### config.mk
export PLATFORM = sky130hd
export DESIGN_NAME = btn_input_sync_flat
export DESIGN_NICKNAME = d
export VERILOG_FILES = /design/src/rtl/btn_input_sync_pkg.sv /design/src/rtl/btn_input_sync_if.sv /design/src/rtl/btn_input_sync_debounce_bit.sv /design/src/rtl/btn_input_sync.sv /design/src/flat_wrapper.sv
export SDC_FILE = /design/constraint.sdc
export NUM_CORES = 1
export LEC_CHECK = 0
export CAP_MARGIN = 20
export CORE_ASPECT_RATIO = 1.1
export CORE_MARGIN = 4
export CORE_UTILIZATION = 56
export CTS_BUF_LIST = sky130_fd_sc_hd__clkbuf_8
export CTS_CLUSTER_SIZE = 24
export DETAILED_ROUTE_END_ITERATION = 8
export GPL_TIMING_DRIVEN = 0
export PLACE_DENSITY_LB_ADDON = 0.05
export SYNTH_ARGS = -nofsm -noshare
export SYNTH_HDL_FRONTEND = slang
export SYNTH_HIERARCHICAL = 1
export SYNTH_SLANG_ARGS = --single-unit
### constraint.sdc
create_clock -name clk -period 1.9 [get_ports clk]
set_input_delay 0.19 -clock clk [delete_from_list [all_inputs] [get_ports clk]]
set_output_delay 0.19 -clock clk [all_outputs]
set_load 0.01 [all_outputs]
### src/rtl/btn_input_sync_pkg.sv
// Shared definitions for the button conditioning block: debounce state
// encoding and the default debounce length for the clk_sys frequency.
package btn_input_sync_pkg;

  localparam int CLK_SYS_HZ         = 50_000_000;
  localparam int DEB_MS             = 1;
  localparam int DEB_CYCLES_DEFAULT = (CLK_SYS_HZ / 1000) * DEB_MS;

  // Bit 1 of the encoding is the debounced level.
  typedef enum logic [1:0] {
    REL   = 2'b00,
    CHK_P = 2'b01,
    HELD  = 2'b11,
    CHK_R = 2'b10
  } deb_state_t;

  function automatic logic level_of(input deb_state_t st);
    return (st == HELD) || (st == CHK_R);
  endfunction

endpackage

### src/rtl/btn_input_sync_if.sv
// Board/CPU-facing signal bundle of the button conditioning block.
interface btn_input_sync_if #(
  parameter int N_BTN = 2
);

  logic [N_BTN-1:0] btn_n;
  logic [N_BTN-1:0] btn_level;
  logic [N_BTN-1:0] btn_press;
  logic [N_BTN-1:0] btn_release;
  logic [N_BTN-1:0] evt_pending;
  logic [N_BTN-1:0] evt_clr;
  logic             evt_any;

  modport master (
    output btn_n, evt_clr,
    input  btn_level, btn_press, btn_release, evt_pending, evt_any
  );

  modport slave (
    input  btn_n, evt_clr,
    output btn_level, btn_press, btn_release, evt_pending, evt_any
  );

endinterface

### src/rtl/btn_input_sync_debounce_bit.sv
// One button: two-flop synchroniser, debounce FSM with stability counter,
// registered level and single-cycle press/release pulses.
module btn_input_sync_debounce_bit
  import btn_input_sync_pkg::*;
#(
  parameter int DEB_CYCLES = DEB_CYCLES_DEFAULT,
  parameter int CNT_W      = $clog2(DEB_CYCLES + 1)
) (
  input  logic clk,
  input  logic rst,
  input  logic btn_n,
  output logic level,
  output logic press,
  output logic rel_pulse
);

  localparam logic [CNT_W-1:0] CNT_MAX = CNT_W'(DEB_CYCLES);
  localparam logic [CNT_W-1:0] CNT_ONE = CNT_W'(1);

  logic             sync_p0, sync_p1;
  logic             s;
  deb_state_t       state, state_nxt;
  logic [CNT_W-1:0] cnt, cnt_nxt;
  logic             level_nxt;

  // Synchroniser resets to the released (high) pin level.
  always_ff @(posedge clk or posedge rst) begin
    if (rst) begin
      sync_p0 <= 1'b1;
      sync_p1 <= 1'b1;
    end else begin
      sync_p0 <= btn_n;
      sync_p1 <= sync_p0;
    end
  end

  assign s = ~sync_p1;

  always_comb begin
    state_nxt = state;
    cnt_nxt   = cnt;
    case (state)
      REL: if (s) begin
        state_nxt = CHK_P;
        cnt_nxt   = CNT_ONE;
      end
      CHK_P: begin
        if (!s) begin
          state_nxt = REL;
          cnt_nxt   = '0;
        end else if (cnt == CNT_MAX) begin
          state_nxt = HELD;
          cnt_nxt   = '0;
        end else begin
          cnt_nxt = cnt + CNT_ONE;
        end
      end
      HELD: if (!s) begin
        state_nxt = CHK_R;
        cnt_nxt   = CNT_ONE;
      end
      CHK_R: begin
        if (s) begin
          state_nxt = HELD;
          cnt_nxt   = '0;
        end else if (cnt == CNT_MAX) begin
          state_nxt = REL;
          cnt_nxt   = '0;
        end else begin
          cnt_nxt = cnt + CNT_ONE;
        end
      end
      default: begin
        state_nxt = REL;
        cnt_nxt   = '0;
      end
    endcase
  end

  assign level_nxt = level_of(state_nxt);

  // Pulses derive from the next level so they coincide with the level edge.
  always_ff @(posedge clk or posedge rst) begin
    if (rst) begin
      state     <= REL;
      cnt       <= '0;
      level     <= 1'b0;
      press     <= 1'b0;
      rel_pulse <= 1'b0;
    end else begin
      state     <= state_nxt;
      cnt       <= cnt_nxt;
      level     <= level_nxt;
      press     <= level_nxt & ~level;
      rel_pulse <= ~level_nxt & level;
    end
  end

endmodule

### src/rtl/btn_input_sync.sv
// Button input conditioning: per-button debounce plus sticky press-event
// flags cleared by CPU write-1-to-clear.
module btn_input_sync
  import btn_input_sync_pkg::*;
#(
  parameter int N_BTN      = 2,
  parameter int DEB_CYCLES = DEB_CYCLES_DEFAULT
) (
  input  logic            clk,
  input  logic            rst,
  btn_input_sync_if.slave bus
);

  localparam int CNT_W = $clog2(DEB_CYCLES + 1);

  logic [N_BTN-1:0] level, press, rel_pulse, pending;

  for (genvar i = 0; i < N_BTN; i++) begin : g_deb
    btn_input_sync_debounce_bit #(
      .DEB_CYCLES (DEB_CYCLES),
      .CNT_W      (CNT_W)
    ) u_deb (
      .clk       (clk),
      .rst       (rst),
      .btn_n     (bus.btn_n[i]),
      .level     (level[i]),
      .press     (press[i]),
      .rel_pulse (rel_pulse[i])
    );
  end

  // A press arriving with a clear keeps the flag set so no event is lost.
  always_ff @(posedge clk or posedge rst) begin
    if (rst) begin
      pending <= '0;
    end else begin
      pending <= (pending & ~bus.evt_clr) | press;
    end
  end

  assign bus.btn_level   = level;
  assign bus.btn_press   = press;
  assign bus.btn_release = rel_pulse;
  assign bus.evt_pending = pending;
  assign bus.evt_any     = |pending;

endmodule

### src/flat_wrapper.sv
// flat-port wrapper written by rule: the top's interface ports become plain ports
module btn_input_sync_flat import btn_input_sync_pkg::*;
#(
  parameter int N_BTN      = 2,
  parameter int DEB_CYCLES = DEB_CYCLES_DEFAULT
)
  (clk, rst, bus_btn_n, bus_evt_clr, bus_btn_level, bus_btn_press, bus_btn_release, bus_evt_pending, bus_evt_any);
  btn_input_sync_if #(.N_BTN(N_BTN)) bus_i ();
  input  logic clk;
  input  logic rst;
  input wire logic [$bits(bus_i.btn_n)-1:0] bus_btn_n;
  input wire logic [$bits(bus_i.evt_clr)-1:0] bus_evt_clr;
  output wire logic [$bits(bus_i.btn_level)-1:0] bus_btn_level;
  output wire logic [$bits(bus_i.btn_press)-1:0] bus_btn_press;
  output wire logic [$bits(bus_i.btn_release)-1:0] bus_btn_release;
  output wire logic [$bits(bus_i.evt_pending)-1:0] bus_evt_pending;
  output wire logic [$bits(bus_i.evt_any)-1:0] bus_evt_any;
  assign bus_i.btn_n = bus_btn_n;
  assign bus_i.evt_clr = bus_evt_clr;
  assign bus_btn_level = bus_i.btn_level;
  assign bus_btn_press = bus_i.btn_press;
  assign bus_btn_release = bus_i.btn_release;
  assign bus_evt_pending = bus_i.evt_pending;
  assign bus_evt_any = bus_i.evt_any;
  btn_input_sync #(.N_BTN(N_BTN), .DEB_CYCLES(DEB_CYCLES)) u_core (.clk(clk), .rst(rst), .bus(bus_i));
endmodule
After elaboration in Yosys (flattened, before gate mapping). Index checks and enable logic that the tools add are counted.

Register bits: 48. Input bits: 6. Word-level logic and storage cells: 77.

$add $sub $neg: 2. Eq/ne operators: 16. Mux-type cells: 26. Bitwise logic cells: 11. Reductions and logical operators: 7.

Operator list (count): 2-to-1 mux 16 bit (10); one-hot mux 16 bit (4 select lines) (2); adder 16 x 1 -> 16 bit (second input constant) (2); == test 16 bit (second input constant) (2); 2-to-1 mux 2 bit (12); == test 2 bit (second input constant) (8); one-hot mux 2 bit (4 select lines) (2); != test 2 bit (second input constant) (4); AND 1 bit (4); == test 2 x 1 -> 1 bit (second input constant) (2); zero test 2 bit (2); NOT 1 bit (4); AND reduction 2 bit (2); AND 2 bit (1); logical OR 1 bit (2); NOT 2 bit (1); bitwise OR 2 bit (1); OR reduction 2 bit (1).

Longest topological paths before layout. Gate-level depths: netlist of the first run.

Depth in word-level cells: 8. Depth in mapped cells: 7.

Cells and area by module. Netlist of the first run, hierarchy kept.

By module, submodules not included: btn_input_sync_debounce_bit (instances 2, cells an instance 141, area an instance 1350.0 um^2); btn_input_sync (instances 1, cells an instance 8, area an instance 82.6 um^2).

Worst setup path after synthesis of the first run. OpenSTA, ideal clock, no wires.

Path kind: reg2reg. From: reg u_core.g_deb[0].u_deb.state[0]. To: reg u_core.g_deb[0].u_deb.cnt[14]. Setup time: 0.078 ns. Arrival: 1.990 ns. Data required time: 1.822 ns. Slack: -0.168 ns. Stages on the path, launching flop included: 7. Buffers on the path: 0. Period minus slack after synthesis: 2.068 ns. Cells stage by stage: dfrtp_1 -> inv_1 -> ha_1 -> mux2_4 -> or3_4 -> or4_1 -> a21oi_1.

Longest elaborated chain between the ends: 3. Elaborated cells between the ends (all ways): 8.

RTL lines: start, declared (line btn_input_sync_debounce_bit.sv:22) `deb_state_t state, state_nxt;`; start signal, assigned (line btn_input_sync_debounce_bit.sv:91) `state <= state_nxt;`; == test 2 bit / zero test 2 bit (equally long branches) (line btn_input_sync_debounce_bit.sv:42) `case (state)`; != test 2 bit (no source line); AND reduction 2 bit (no source line); end signal, assigned (line btn_input_sync_debounce_bit.sv:92) `cnt <= cnt_nxt;`; end, declared (line btn_input_sync_debounce_bit.sv:23) `logic [CNT_W-1:0] cnt, cnt_nxt;`.

Several ways; a longest one is shown, not always the timed one. A chain may end at the register's enable or synchronous reset.

Final worst setup path of the first run.
From: reg u_core.g_deb[1].u_deb.state[0]. To: reg u_core.g_deb[1].u_deb.cnt[15].

Longest elaborated chain between the ends: 3. Elaborated cells between the ends (all ways): 8.

RTL lines (line): start, declared (btn_input_sync_debounce_bit.sv:22); start signal, assigned (btn_input_sync_debounce_bit.sv:91); == test 2 bit / zero test 2 bit (equally long branches) (btn_input_sync_debounce_bit.sv:42); != test 2 bit (no source line); AND reduction 2 bit (no source line); end signal, assigned (btn_input_sync_debounce_bit.sv:92); end, declared (btn_input_sync_debounce_bit.sv:23).

Several ways; a longest one is shown, not always the timed one.

==> flow_summary.toml, run 1 <==
[timing]
setup_viol = 8
fin_ws_ns = -0.0815
fmax_mhz = 505
timing.final.max_slew_violations = 0
min_period_ns = 1.98
skew_ns = 0.00698
worstMarginPinSlew_ns = 0.904
fin_crit_sh_pct = 104
relSlewSlack_pct = 39.7
hold_violations = 0
rsz0062_at_grt = "yes"

[min_path]
hold_path_class = "in2async"

[floorplanning]
initial_core_util_pct = 59.0
io_pins = 15
dieArea_um2 = 6160
die_w_um = 75.2
core_area_um2 = 4720
placementRows = 26
die_h_um = 81.9

[placed_design]
io_buffers = 14
hpwl_um = 4000
dpl_cell_area_um2 = 3000
place_congestion = 0.925

[final_layout]
final_layout_size_suffix_gt1_share_pct = 27.7
antennaDiodeCount = 0
nets = 355
fin_area_um2 = 3570
final_util_pct = 75.8
area_delta_synth_final_pct = 28.5
final_common_cell = "dfrtp_1"
most-common-layout-cells = "40 x dfrtp_1, 22 x buf_4, 19 x inv_1, 19 x nor2_1, 18 x nand2_1"

[worst_setup_path]
crit_type = "reg2reg"
cp.arrival_ns = 2.22
critPathCaptureType = "flop"
cp_data_required_time_ns = 2.13
path_cells = "inv_2 > ha_4 > mux2_4 > or4_4 > or3_4 > a21oi_2"
worstSetupStartpointType = "flop"
slowest_stage = "or4_4"
crit_path_max_incr_delay_ns = 0.46
crit_fanout = 5

[synth]
async_flop_share_pct = 100
ys_warn_count = 6
ys.flop_type = "dfrtp_1"
ys_ff_latch = 48
syn_inst = 290
synth-edff-count = 0
yosys.area.top_type = "dfrtp_1"
yosys-top-cells-area = "dfrtp_1 40%, ha_1 6.3%, dfstp_2 3.8%"
yosysSeqAreaShare_pct = 43.3
yosysUniqueCellTypes = 46
syn_area_um2 = 2780
syn_nets = 310
synth_area_per_cell_um2 = 9.60
synth_top_area_share_pct = 39.6

[clock_tree]
cts_tree = "yes"
cts_buffers = 5
clk_pin_slew_ns = 0.09
clock_path_buffers = 2
clk-insertion-delay-late_ns = 0.30
cts_sinks = 48
htreeDepth = 2
cts-root-buf = "clkbuf_8"

[grt]
antenna_found_initial = 0
grt_pass1_vias = 2318
track_usage_pct = 22.2
grt_pass1_wl_um = 10700
grt_max_degree = 24
grt.overflow.total = 0

[detailed_routing]
drcViolationCount = 0
vias = 2466
viasPerCell = 6.29
first_iter_violations = 257
drt-total-wl_um = 6520
routedWlPerCell_um = 16.6
first_pass_iters = 5
final_antenna_net_count = 0

[pwr]
ir_drop_mv = 0.765
power_uw = 3280
cellLeakagePower_uw = 0.00141
power.density_nw_per_um2 = 918

[status]
status = "complete, but fails checks"
violations = "setup timing"

[job]
cap_violations = 0
[state kept, by name, summed over array words and instances (netlist names)]
signal	count
u_core/bus.evt_pending	2
u_core/g_deb.u_deb/cnt	32
u_core/g_deb.u_deb/level	2
u_core/g_deb.u_deb/press	2
u_core/g_deb.u_deb/rel_pulse	2
u_core/g_deb.u_deb/state	4
u_core/g_deb.u_deb/sync_p0	2
u_core/g_deb.u_deb/sync_p1	2
[worst paths after layout]
kind                                           startpoint                             end  slack (ns)  cells after the start
min reg2reg                 u_core/g_deb[0].u_deb/sync_p0   u_core/g_deb[0].u_deb/sync_p1        0.36                      0
min                                                   rst       u_core/bus.evt_pending[0]        0.10                      2
min in group clk                             bus_btn_n[0]   u_core/g_deb[0].u_deb/sync_p0        0.29                      1
max reg2reg                u_core/g_deb[1].u_deb/state[0]   u_core/g_deb[1].u_deb/cnt[15]       -0.08                      6
max                        u_core/g_deb[1].u_deb/state[0]   u_core/g_deb[1].u_deb/cnt[15]       -0.08                      6
max in group asynchronous                             rst  u_core/g_deb[1].u_deb/state[1]        0.84                      2
[per-stage QoR]
stage	setup TNS [ns]	worst slack [ns]	cells	hold slack, ns
finish	-0.390	-0.0815	392	0.104
global route	-1.44	-0.175	392	0.108
CTS	-0.426	-0.0938	385	0.0933
detailed placement	-4.42	-0.273	360	0.349
global placement	-3.42	-0.209	360	0.346
floorplan	-0.0660	-0.0330	290	-0.0688
[synth_stat cells (4+ instances only)]
library cell / n
o21ai_0: 6
o31ai_1: 4
a21oi_1: 14
ha_1: 14
mux2i_1: 4
nand4_1: 10
or3_1: 6
a31oi_1: 10
nor4bb_1: 4
o22ai_1: 4
dfstp_2: 4
and2_1: 4
dfrtp_1: 44
nor4_1: 6
or4_1: 4
xnor2_1: 10
and3b_1: 4
nor2_1: 20
clkbuf_1: 4
nand2_1: 18
inv_1: 23
nand3_1: 18
nor3_1: 10
[layer usage]
| layer | GRT usage, % | part of all wire, % | vias up |
|---|---|---|---|
| met2 | 40.2 | 53 | 87 |
| met4 | 6.82 | 2.2 | 0 |
| met1 | 26.9 | 40 | 1203 |
| met5 | 0 | 0 | - |
| li1 | - | - | 1158 |
| met3 | 3.43 | 4.4 | 18 |
[cell families after synthesis]
group,count (synthesis),share of synthesized area (%)
compound gates,58,14.4
buf+inv,29,4.45
flops,48,43.3
fa+ha+maj,14,6.30
simple gates,125,25.9
mux,6,2.52
xor+xnor,10,3.15
[area by class of cell]
type / count / area (um2)
fillers: 315 / 1140
well taps: 56 / 70.1
inverters: 23 / 86.3
clock inverters: 3 / 90.1
plain buffers: 5 / 28.8
clock buffers: 5 / 68.8
multi-input cells: 214 / 1690
flip-flops and latches: 48 / 1210
repair buffers: 38 / 328
[worst max-delay path, delay by kind of cell, from the launching register on]
kind	cells	cell delay, ns
flops	1	0.42
fa+ha+maj	1	0.16
buf+inv	1	0.07
simple gates	2	0.84
compound gates	1	0.13
mux	1	0.29
[power breakdown]
part	leakage, uW	internal, uW	switching [uW]	total, uW
clock network	0.0000784	658	350	1010
logic	0.000690	479	635	1110
registers	0.000641	1090	72.5	1160
[repair_timing]
action,in CTS,in global routing
gates resized for setup,19,36
hold buffers,0,0
cloned,0,1
endpoints found under the setup margin,26,36
pin swaps,6,8
setup buffers,18,6
No activity file was read; power rests on OpenSTA's default activity.
==> run 2: changes to the inputs <==
--- a/config.mk
+++ b/config.mk
@@ -14,6 +14,7 @@
 export DETAILED_ROUTE_END_ITERATION = 8
 export GPL_TIMING_DRIVEN = 0
 export PLACE_DENSITY_LB_ADDON = 0.05
+export RECOVER_POWER = 25
 export SYNTH_ARGS = -nofsm -noshare
 export SYNTH_HDL_FRONTEND = slang
 export SYNTH_HIERARCHICAL = 1
==> flow_summary.toml, run 2 (synthesis gave the netlist of run 1 again) <==
[clock_tree]
cts-root-buf = "clkbuf_8"
clk_pin_slew_ns = 0.09
cts_tree = "yes"
clk-insertion-delay-late_ns = 0.30
cts_buffers = 5
cts_sinks = 48
htreeDepth = 2
clock_path_buffers = 2
holdBufCountCts = 0

[final_layout]
regMostFlops = "u_core/g_deb.u_deb/cnt"
nets = 355
final_layout_size_suffix_gt1_share_pct = 27.7
multi_input_area_um2 = 1690
instances_no_fill = 392
seqCellArea_um2 = 1210
area_delta_synth_final_pct = 28.5
fill_cells = 315
largest_reg_flops = 32
top_regs = "u_core/g_deb.u_deb/cnt x32, u_core/g_deb.u_deb/state x4"
most-common-layout-cells = "40 x dfrtp_1, 22 x buf_4, 19 x inv_1, 19 x nor2_1, 18 x nand2_1"
antennaDiodeCount = 0
final_common_cell = "dfrtp_1"
final_util_pct = 75.8

[placed_design]
io_buffers = 14
post-place-cells = 360
post-place-ws_ns = -0.273
hpwl_um = 4000
place_congestion = 0.925

[job]
cap_violations = 0

[grt]
grt_pass1_vias = 2318
grt.overflow.total = 0
grt_max_degree = 24
grt_pass1_wl_um = 10700
track_usage_pct = 22.2
antenna_found_initial = 0

[pwr]
power.density_nw_per_um2 = 917
cellLeakagePower_uw = 0.00141
ir_drop_mv = 0.765

[timing]
timing.final.max_slew_violations = 0
worstMarginPinSlew_ns = 0.905
setup_viol = 8
timing.hold.ws_ns = 0.232
relSlewSlack_pct = 39.6
skew_ns = 0.00694
fmax_mhz = 504
min_period_ns = 1.98
fin_setup_tns_ns = -0.397
rsz0062_at_grt = "yes"
fin_ws_ns = -0.0834
hold_violations = 0
fin_crit_sh_pct = 104

[detailed_routing]
first_pass_iters = 5
dr_wl_met2_um = 3460
met3_length_um = 296
top_layer_used = "met4"
first_iter_violations = 257
final_antenna_net_count = 0
routedWlPerCell_um = 16.6
drt-total-wl_um = 6520
vias = 2463
viasPerCell = 6.28
wl_met1_um = 2630
drcViolationCount = 0

[worst_setup_path]
crit_fanout = 5
cp_data_required_time_ns = 2.14
ff2ff_path_depth = 6
critPathCaptureType = "flop"
crit_type = "reg2reg"
rrSetupSlack_ns = -0.08
worstReg2RegStart = "u_core/g_deb[1].u_deb/state[0]"
cp.arrival_ns = 2.22
path_cells = "inv_2 > ha_4 > mux2_4 > or4_4 > or3_4 > a21oi_2"
r2r_end = "u_core/g_deb[1].u_deb/cnt[15]"
slowest_stage = "or4_4"
crit_path_max_incr_delay_ns = 0.46
worstSetupStartpointType = "flop"

[floorplanning]
initial_core_util_pct = 59.0
die_w_um = 75.2
core_area_um2 = 4720
dieArea_um2 = 6160
placementRows = 26
io_pins = 15
die_h_um = 81.9

[status]
violations = "setup timing"
status = "complete, but fails checks"

[min_path]
hold_path_class = "in2async"
run 2: through the flow:
| stage | total power (uW) | area (um2) |
|---|---|---|
| final | 3280 | 3570 |
| after global routing | 3470 | 3570 |
| after CTS | 3110 | 3380 |
| after detailed placement | 1900 | 3000 |
| after global placement | 1880 | 3000 |
| after floorplan | 1730 | 2790 |
run 2: repair_timing:
item | CTS | global route
gates cloned | 0 | 1
resized for setup | 19 | 36
setup buffers | 18 | 6
pin swaps | 6 | 8
setup endpoints to repair | 26 | 36
run 2: metal layers:
| metal | global-route usage [%] | vias to the layer above |
|---|---|---|
| met5 | 0 | - |
| met4 | 6.82 | 0 |
| met3 | 3.43 | 16 |
| met2 | 40.2 | 89 |
| met1 | 26.9 | 1200 |
| li1 | - | 1158 |
run 2: area by class of cell:
type / instances / area share, %
multi-input cells: 214 / 47.3
clock inverters: 3 / 2.52
clock buffers: 5 / 1.93
plain buffers: 5 / 0.805
inverters: 23 / 2.42
well taps: 56 / 1.96
repair buffers: 38 / 9.17
flip-flops and latches: 48 / 33.9
run 2: worst max-delay path by stage:
stage | from | endpoint | depth (start not counted)
after floorplan | u_core/g_deb[0].u_deb/sync_p1 | u_core/g_deb[0].u_deb/cnt[12] | 5
after global placement | u_core/g_deb[0].u_deb/cnt[0] | u_core/g_deb[0].u_deb/cnt[3] | 6
after detailed placement | u_core/g_deb[0].u_deb/cnt[0] | u_core/g_deb[0].u_deb/cnt[5] | 6
after CTS | u_core/g_deb[1].u_deb/state[1] | u_core/g_deb[1].u_deb/cnt[12] | 6
after global routing | u_core/g_deb[1].u_deb/cnt[0] | u_core/g_deb[1].u_deb/cnt[12] | 5
final | u_core/g_deb[1].u_deb/state[0] | u_core/g_deb[1].u_deb/cnt[15] | 6
run 2: report_power, final:
group	internal [uW]	switching [uW]	total, uW	leakage (uW)
Clock	658	350	1010	0.0000784
Sequential	1090	72.5	1160	0.000641
Combinational	478	635	1110	0.000691
Total	2220	1060	3280	0.00141
run 2: critical path, delay by kind of cell (launching register included):
family / cells / cell delay [ns]
compound gates: 1 / 0.13
simple gates: 2 / 0.84
buf+inv: 1 / 0.07
fa+ha+maj: 1 / 0.16
flops: 1 / 0.42
mux: 1 / 0.29
